`config.mk`:
```
export PLATFORM = sky130hd
export DESIGN_NAME = teclado_cajero_flat
export DESIGN_NICKNAME = d
export VERILOG_FILES = /design/src/rtl/teclado_cajero_if.sv /design/src/rtl/teclado_cajero.sv /design/src/flat_wrapper.sv
export SDC_FILE = /design/constraint.sdc
export NUM_CORES = 1
export LEC_CHECK = 0
export CORE_AREA = 5 5 136 138
export CTS_CLUSTER_DIAMETER = 30
export DETAILED_ROUTE_END_ITERATION = 10
export DIE_AREA = 0 0 141 143
export GPL_ROUTABILITY_DRIVEN = 0
export PLACE_DENSITY = 0.58
export SLEW_MARGIN = 20
export SYNTH_ARGS = -nofsm -noshare
export SYNTH_HDL_FRONTEND = slang
export SYNTH_SLANG_ARGS = --single-unit
export TNS_END_PERCENT = 30
```
`constraint.sdc`:
```
create_clock -name CLK -period 6.6 [get_ports CLK]
set_clock_uncertainty 0.2 [all_clocks]
set_input_delay 1.98 -clock CLK [delete_from_list [all_inputs] [get_ports CLK]]
set_output_delay 1.98 -clock CLK [all_outputs]
set_load 0.1 [all_outputs]
```
`src/rtl/teclado_cajero_if.sv`:
```
// Keypad-side and Cajero-side signals of the teclado_cajero front end.
// slave = the keypad front end, master = whatever drives the raw keypad and card/mode levels.
interface teclado_cajero_if;
  logic        TARJETA_RECIBIDA;
  logic        MODO_MONTO;
  logic        TECLA_VALIDA;
  logic [3:0]  TECLA;
  logic        DIGITO_STB;
  logic [3:0]  DIGITO;
  logic        MONTO_STB;
  logic [31:0] MONTO;
  logic        ERROR_TECLA;

  modport master (
    output TARJETA_RECIBIDA, MODO_MONTO, TECLA_VALIDA, TECLA,
    input  DIGITO_STB, DIGITO, MONTO_STB, MONTO, ERROR_TECLA
  );

  modport slave (
    input  TARJETA_RECIBIDA, MODO_MONTO, TECLA_VALIDA, TECLA,
    output DIGITO_STB, DIGITO, MONTO_STB, MONTO, ERROR_TECLA
  );
endinterface

```
`src/rtl/teclado_cajero.sv`:
```
// Keypad front end for Cajero: debounces the raw keypad, emits one event per press,
// forwards PIN digits and accumulates decimal amounts committed on ENTER.
module teclado_cajero #(
  parameter int unsigned DEBOUNCE_CYCLES = 4,
  parameter int unsigned MAX_DIGITOS     = 9
) (
  input logic             CLK,
  input logic             RESET,
  teclado_cajero_if.slave bus
);

  localparam int unsigned CNT_W = $clog2(DEBOUNCE_CYCLES + 1);
  localparam int unsigned DIG_W = $clog2(MAX_DIGITOS + 1);
  localparam logic [CNT_W-1:0] CNT_UNO = CNT_W'(1);
  localparam logic [CNT_W-1:0] CNT_FIN = CNT_W'(DEBOUNCE_CYCLES - 1);
  localparam logic [DIG_W-1:0] DIG_MAX = DIG_W'(MAX_DIGITOS);
  localparam logic [3:0]       TECLA_NUEVE  = 4'h9;
  localparam logic [3:0]       TECLA_ENTER  = 4'hA;
  localparam logic [3:0]       TECLA_BORRAR = 4'hB;

  typedef enum logic [1:0] {
    ESPERA     = 2'd0,
    FILTRO     = 2'd1,
    PRESIONADA = 2'd2,
    LIBERACION = 2'd3
  } estado_t;

  estado_t          estado, estado_sig;
  logic [CNT_W-1:0] cnt, cnt_sig;
  logic [3:0]       codigo, codigo_sig;

  logic             evento_c;
  logic             cambio_modo_c;
  logic [31:0]      acc, acc_base_c, acc_x10_c, acc_sig;
  logic [DIG_W-1:0] cuenta, cuenta_base_c, cuenta_sig;
  logic             modo_prev;

  logic             digito_stb_q, digito_stb_sig;
  logic [3:0]       digito_q, digito_sig;
  logic             monto_stb_q, monto_stb_sig;
  logic [31:0]      monto_q, monto_sig;
  logic             error_q, error_sig;

  // Debounce state register
  always_ff @(posedge CLK) begin
    if (RESET) begin
      estado <= ESPERA;
      cnt    <= '0;
      codigo <= '0;
    end else begin
      estado <= estado_sig;
      cnt    <= cnt_sig;
      codigo <= codigo_sig;
    end
  end

  // Debounce next state: press filter, held, release filter
  always_comb begin
    estado_sig = estado;
    cnt_sig    = cnt;
    codigo_sig = codigo;
    case (estado)
      ESPERA: begin
        if (bus.TECLA_VALIDA) begin
          estado_sig = FILTRO;
          codigo_sig = bus.TECLA;
          cnt_sig    = CNT_UNO;
        end
      end
      FILTRO: begin
        if (!bus.TECLA_VALIDA) begin
          estado_sig = ESPERA;
          cnt_sig    = '0;
        end else if (bus.TECLA != codigo) begin
          codigo_sig = bus.TECLA;
          cnt_sig    = CNT_UNO;
        end else if (cnt == CNT_FIN) begin
          estado_sig = PRESIONADA;
          cnt_sig    = '0;
        end else begin
          cnt_sig = cnt + CNT_UNO;
        end
      end
      PRESIONADA: begin
        if (!bus.TECLA_VALIDA) begin
          estado_sig = LIBERACION;
          cnt_sig    = CNT_UNO;
        end
      end
      LIBERACION: begin
        if (bus.TECLA_VALIDA) begin
          estado_sig = PRESIONADA;
          cnt_sig    = '0;
        end else if (cnt == CNT_FIN) begin
          estado_sig = ESPERA;
          cnt_sig    = '0;
        end else begin
          cnt_sig = cnt + CNT_UNO;
        end
      end
      default: begin
        estado_sig = ESPERA;
        cnt_sig    = '0;
      end
    endcase
  end

  // Event decode and next values for the accumulator and registered outputs
  always_comb begin
    evento_c = (estado == FILTRO) && bus.TECLA_VALIDA &&
               (bus.TECLA == codigo) && (cnt == CNT_FIN);
    cambio_modo_c = (bus.MODO_MONTO != modo_prev);

    // A missing card or a mode change discards any partial amount
    if (!bus.TARJETA_RECIBIDA || cambio_modo_c) begin
      acc_base_c    = '0;
      cuenta_base_c = '0;
    end else begin
      acc_base_c    = acc;
      cuenta_base_c = cuenta;
    end
    acc_x10_c = (acc_base_c << 3) + (acc_base_c << 1);

    acc_sig        = acc_base_c;
    cuenta_sig     = cuenta_base_c;
    digito_stb_sig = 1'b0;
    digito_sig     = digito_q;
    monto_stb_sig  = 1'b0;
    monto_sig      = monto_q;
    error_sig      = 1'b0;

    if (evento_c && bus.TARJETA_RECIBIDA) begin
      if (!bus.MODO_MONTO) begin
        if (codigo <= TECLA_NUEVE) begin
          digito_stb_sig = 1'b1;
          digito_sig     = codigo;
        end else begin
          error_sig = 1'b1;
        end
      end else if (codigo <= TECLA_NUEVE) begin
        if (cuenta_base_c < DIG_MAX) begin
          acc_sig    = acc_x10_c + 32'(codigo);
          cuenta_sig = cuenta_base_c + DIG_W'(1);
        end else begin
          error_sig = 1'b1;
        end
      end else if (codigo == TECLA_ENTER) begin
        if (cuenta_base_c != '0) begin
          monto_stb_sig = 1'b1;
          monto_sig     = acc_base_c;
          acc_sig       = '0;
          cuenta_sig    = '0;
        end else begin
          error_sig = 1'b1;
        end
      end else if (codigo == TECLA_BORRAR) begin
        acc_sig    = '0;
        cuenta_sig = '0;
      end else begin
        error_sig = 1'b1;
      end
    end
  end

  // Accumulator and output registers
  always_ff @(posedge CLK) begin
    if (RESET) begin
      acc          <= '0;
      cuenta       <= '0;
      modo_prev    <= 1'b0;
      digito_stb_q <= 1'b0;
      digito_q     <= '0;
      monto_stb_q  <= 1'b0;
      monto_q      <= '0;
      error_q      <= 1'b0;
    end else begin
      acc          <= acc_sig;
      cuenta       <= cuenta_sig;
      modo_prev    <= bus.MODO_MONTO;
      digito_stb_q <= digito_stb_sig;
      digito_q     <= digito_sig;
      monto_stb_q  <= monto_stb_sig;
      monto_q      <= monto_sig;
      error_q      <= error_sig;
    end
  end

  assign bus.DIGITO_STB  = digito_stb_q;
  assign bus.DIGITO      = digito_q;
  assign bus.MONTO_STB   = monto_stb_q;
  assign bus.MONTO       = monto_q;
  assign bus.ERROR_TECLA = error_q;

endmodule

```
`src/flat_wrapper.sv`:
```
// flat-port wrapper written by rule: the top's interface ports become plain ports
module teclado_cajero_flat 
#(
  parameter int unsigned DEBOUNCE_CYCLES = 4,
  parameter int unsigned MAX_DIGITOS     = 9
)
  (CLK, RESET, bus_TARJETA_RECIBIDA, bus_MODO_MONTO, bus_TECLA_VALIDA, bus_TECLA, bus_DIGITO_STB, bus_DIGITO, bus_MONTO_STB, bus_MONTO, bus_ERROR_TECLA);
  teclado_cajero_if bus_i ();
  input logic CLK;
  input logic RESET;
  input wire logic [$bits(bus_i.TARJETA_RECIBIDA)-1:0] bus_TARJETA_RECIBIDA;
  input wire logic [$bits(bus_i.MODO_MONTO)-1:0] bus_MODO_MONTO;
  input wire logic [$bits(bus_i.TECLA_VALIDA)-1:0] bus_TECLA_VALIDA;
  input wire logic [$bits(bus_i.TECLA)-1:0] bus_TECLA;
  output wire logic [$bits(bus_i.DIGITO_STB)-1:0] bus_DIGITO_STB;
  output wire logic [$bits(bus_i.DIGITO)-1:0] bus_DIGITO;
  output wire logic [$bits(bus_i.MONTO_STB)-1:0] bus_MONTO_STB;
  output wire logic [$bits(bus_i.MONTO)-1:0] bus_MONTO;
  output wire logic [$bits(bus_i.ERROR_TECLA)-1:0] bus_ERROR_TECLA;
  assign bus_i.TARJETA_RECIBIDA = bus_TARJETA_RECIBIDA;
  assign bus_i.MODO_MONTO = bus_MODO_MONTO;
  assign bus_i.TECLA_VALIDA = bus_TECLA_VALIDA;
  assign bus_i.TECLA = bus_TECLA;
  assign bus_DIGITO_STB = bus_i.DIGITO_STB;
  assign bus_DIGITO = bus_i.DIGITO;
  assign bus_MONTO_STB = bus_i.MONTO_STB;
  assign bus_MONTO = bus_i.MONTO;
  assign bus_ERROR_TECLA = bus_i.ERROR_TECLA;
  teclado_cajero #(.DEBOUNCE_CYCLES(DEBOUNCE_CYCLES), .MAX_DIGITOS(MAX_DIGITOS)) u_core (.CLK(CLK), .RESET(RESET), .bus(bus_i));
endmodule
```
==> qor.csv <==
stage;metric;value;unit
logic_synthesis;ys flop type;dfxtp_1;
clock_tree;Bufs on Longest Clock Path;2;
logic_synthesis;share of the synthesized area in the top cell type;29.9;%
setup_path;R2R Setup Slk;2.54;ns
floorplan;starting density of the core;33.3;%
timing;Max Transition Viols Final;0;
global_routing;Overflow after GRT;0;
logic_synthesis;Synth area leaders;dfxtp_1, ha_1, nand2_1, a21oi_1, nor2_1;
logic_synthesis;Synth Cell Area;0.00569;mm²
global_routing;largest net degree at the start of global routing;72;
worst_hold_path;hold path depth;2;
finish;fillers;1808;
clock_tree;post-CTS setup buffers;0;
global_routing;met3 Resource Use GR;3.08;%
setup_path;startpoint types;input port;
setup_path;crit end category;flip-flop;
clock_tree;Resize count post-CTS;0;
global_routing;initial antenna violation count;0;
setup_path;crit path from;bus_MODO_MONTO;
route;routed wire length;15.0;mm
floorplan;Rows;48;
logic_synthesis;area leader, netlist;dfxtp_1;
clock_tree;worst-skew pair later-pin latency;0.35;ns
worst_hold_path;Worst Hold Path EP;u_core.acc[23]$_SDFF_PP0_;
timing;Final Hold Fails;0;
power;switch share;23.9;%
timing;setup tns final;0;ns
logic_synthesis;Synth Net Count;799;
worst_hold_path;hold crit path type;flip-flop to flip-flop;
clock_tree;H-tree depth;3;
logic_synthesis;Yosys Warn Count;0;
route;vias per std cell;5.15;
logic_synthesis;EDFF count, synth;0;
finish;non-filler cells, final;984;
setup_path;r2r worst-path depth;16;
logic_synthesis;post-synth cell types;65;
finish;Nets;826;
finish;most frequent cells in the layout;nand2_1, dfxtp_1, a21oi_1, nor2_1, ha_1;
power;internal power;868;µW
place;port buffer count;47;
finish;Layout Area Growth over Synthesis;17.1;%
timing;Slew @ Worst Pin;0.981;ns
clock_tree;CTS tree;yes;
global_routing;first-pass GRT wire length;25.2;mm
floorplan;die area;0.0202;mm²
clock_tree;Worst-path clk slew;0.07;ns
power;pwr/cell area;171;mW/mm²
power;leakage power;2.75;nW
finish;n_diodes;0;
route;DR WL/cell;15.3;µm
logic_synthesis;asr flop ratio synth;0;%
floorplan;Die X-Extent;141;µm
setup_path;critical path class;input port to flip-flop;
timing;Final min period;5.98;ns
route;drt pass-1 iters;5;
floorplan;DIE HEIGHT;143;µm
floorplan;Core ar.;0.0171;mm²
run;Max-cap violations;0;
setup_path;RR Endpoint;u_core.acc[26]$_SDFF_PP0_;
power;Peak VDD IR;141;µV
floorplan;Ports;48;
route;drt drc;0;
clock_tree;hold_buf cts;0;
timing;Finish-stage setup viols;0;
timing;RSZ-0062 raised after global routing;false;
run_status;outcome;completed;
setup_path;Max Fanout on Critical Path;22;
place;Placed Cells incl. Taps;968;
power;Flop pwr share;45.7;%
timing;Final period util;90.7;%
power;Clk pwr share;49.8;%
logic_synthesis;flops & latches, synth;85;
global_routing;busiest metal layer after global routing;met2;
place;Detailed Place HPWL;10.9;mm
setup_path;Critical Path RT;6.67;ns
logic_synthesis;syn_area_per_cell;7.82;µm²
clock_tree;clock buffer count from CTS;9;
clock_tree;Root Buffer;clkbuf_16;
setup_path;reg2reg start;u_core.modo_prev$_SDFF_PP0_;
setup_path;arrival time worst endpoint;6.05;ns
global_routing;grt met2 use;23.7;%
worst_hold_path;min-delay src;u_core.acc[23]$_SDFF_PP0_;
route;post-route ant nets;0;
timing;FMAX;167;MHz
route;Initial DRC Count;322;
global_routing;met1 usage;21.6;%
clock_tree;# clock sinks;85;
power;Combinational Power Share;4.6;%
finish;most common cell after layout, fill and taps aside;nand2_1;
logic_synthesis;register area share after synthesis;29.9;%
route;DR vias;5065;
logic_synthesis;Syn Inst Count;727;
finish;layout cells sized above 1;7.11;%
power;Psw;273;µW
global_routing;gr usage total;15.3;%
timing;worst relative slew slack;34.4;%
global_routing;vias in the first global route;4945;
## per-stage QoR
stage	hold slack (ns)	instance area [µm²]	power, mW	setup slack [ns]	util [%]
final	0.246	6660	1.14	0.616	39.0
after global routing	0.262	6660	1.18	0.244	39.0
after CTS	0.248	6660	1.16	0.680	39.0
after detailed placement	0.238	6340	0.584	0.295	37.2
after global placement	0.230	6340	0.584	0.423	37.2
after floorplan	0.217	5690	0.565	1.13	-
## cell usage after synthesis (all sizes together), types with 2 or more instances
cell type    n
nor2b        7
mux2i       11
clkbuf      32
a31oi        5
and2         3
xnor2       13
a211oi       8
a21oi       78
and3        34
o211ai       2
o21a         9
xor2        16
inv         13
a22o         3
nand3       20
o21bai       2
nand2      136
buf         11
nand2b       2
o21ai       38
or3          2
nor2        65
nor3        11
a22oi       14
dfxtp       85
a311oi       4
fa           2
o31a         2
ha          61
o41ai        2
nand4        4
nor4         4
a21o         5
o31ai        5
## critical path, cell delays in order
cell,delay (ns)
clkdlybuf4s50_1,0.56
xnor2_2,0.34
buf_4,0.32
and3_1,0.28
ha_1,0.16
ha_1,0.20
inv_1,0.07
fa_1,0.40
nor2b_1,0.19
o2111ai_1,0.19
a21oi_1,0.24
nor2_1,0.10
o31ai_1,0.36
a211oi_1,0.17
xnor2_1,0.16
nand2_1,0.07
a311oi_1,0.27
## worst max-delay path by stage
stage	cells after the start	slack, ns	to
after floorplan	16	1.13	u_core.acc[26]$_SDFF_PP0_
after global placement	17	0.42	u_core.acc[26]$_SDFF_PP0_
after detailed placement	17	0.30	u_core.acc[26]$_SDFF_PP0_
after CTS	17	0.68	u_core.acc[26]$_SDFF_PP0_
after global routing	17	0.24	u_core.acc[26]$_SDFF_PP0_
final	17	0.62	u_core.acc[26]$_SDFF_PP0_
## sequential cells by signal (all words and copies together) (netlist names), named ones only
register / flops
u_core.acc: 32
u_core.bus.DIGITO: 4
u_core.bus.DIGITO_STB: 1
u_core.bus.ERROR_TECLA: 1
u_core.bus.MONTO: 32
u_core.bus.MONTO_STB: 1
u_core.cnt: 3
u_core.codigo: 4
u_core.cuenta: 4
u_core.estado: 1
u_core.modo_prev: 1
## layout make-up
cell class,count,area (µm²),area share (%)
inverters,13,48.8,0.733
flip-flops and latches,85,1700,25.5
well taps,225,282,4.23
multi-input cells,586,3750,56.3
clock buffers,10,229,3.44
clock inverters,6,93.8,1.41
repair buffers,59,556,8.34
## power groups by stage
stage	logic [mW]	clock network, mW	registers [mW]
after global routing	0.0570	0.600	0.521
after detailed placement	0.0520	0	0.532
after global placement	0.0514	0	0.533
final	0.0520	0.568	0.521
after floorplan	0.0352	0	0.529
after CTS	0.0521	0.583	0.521
## cell families after synthesis
kind of cell / Yosys count / synth area share (%)
and+or+nand+nor: 294 / 24.0
adders and majority gates: 63 / 14.1
buffers and inverters: 56 / 4.25
AOI/OAI and AO/OA: 189 / 21.3
muxes: 11 / 1.94
xor gates and xnor gates: 29 / 4.47
DFF: 85 / 29.9
## metal layers
layer  share of wire, %  vias to the layer above  wire length, µm
li1                   -                     2633                -
met1                 50                     2333             7590
met2                 44                       86             6540
met3                4.5                       13              674
met4                1.5                        0              225
met5                  0                        -                0
Power figures use the tool's default switching activity.
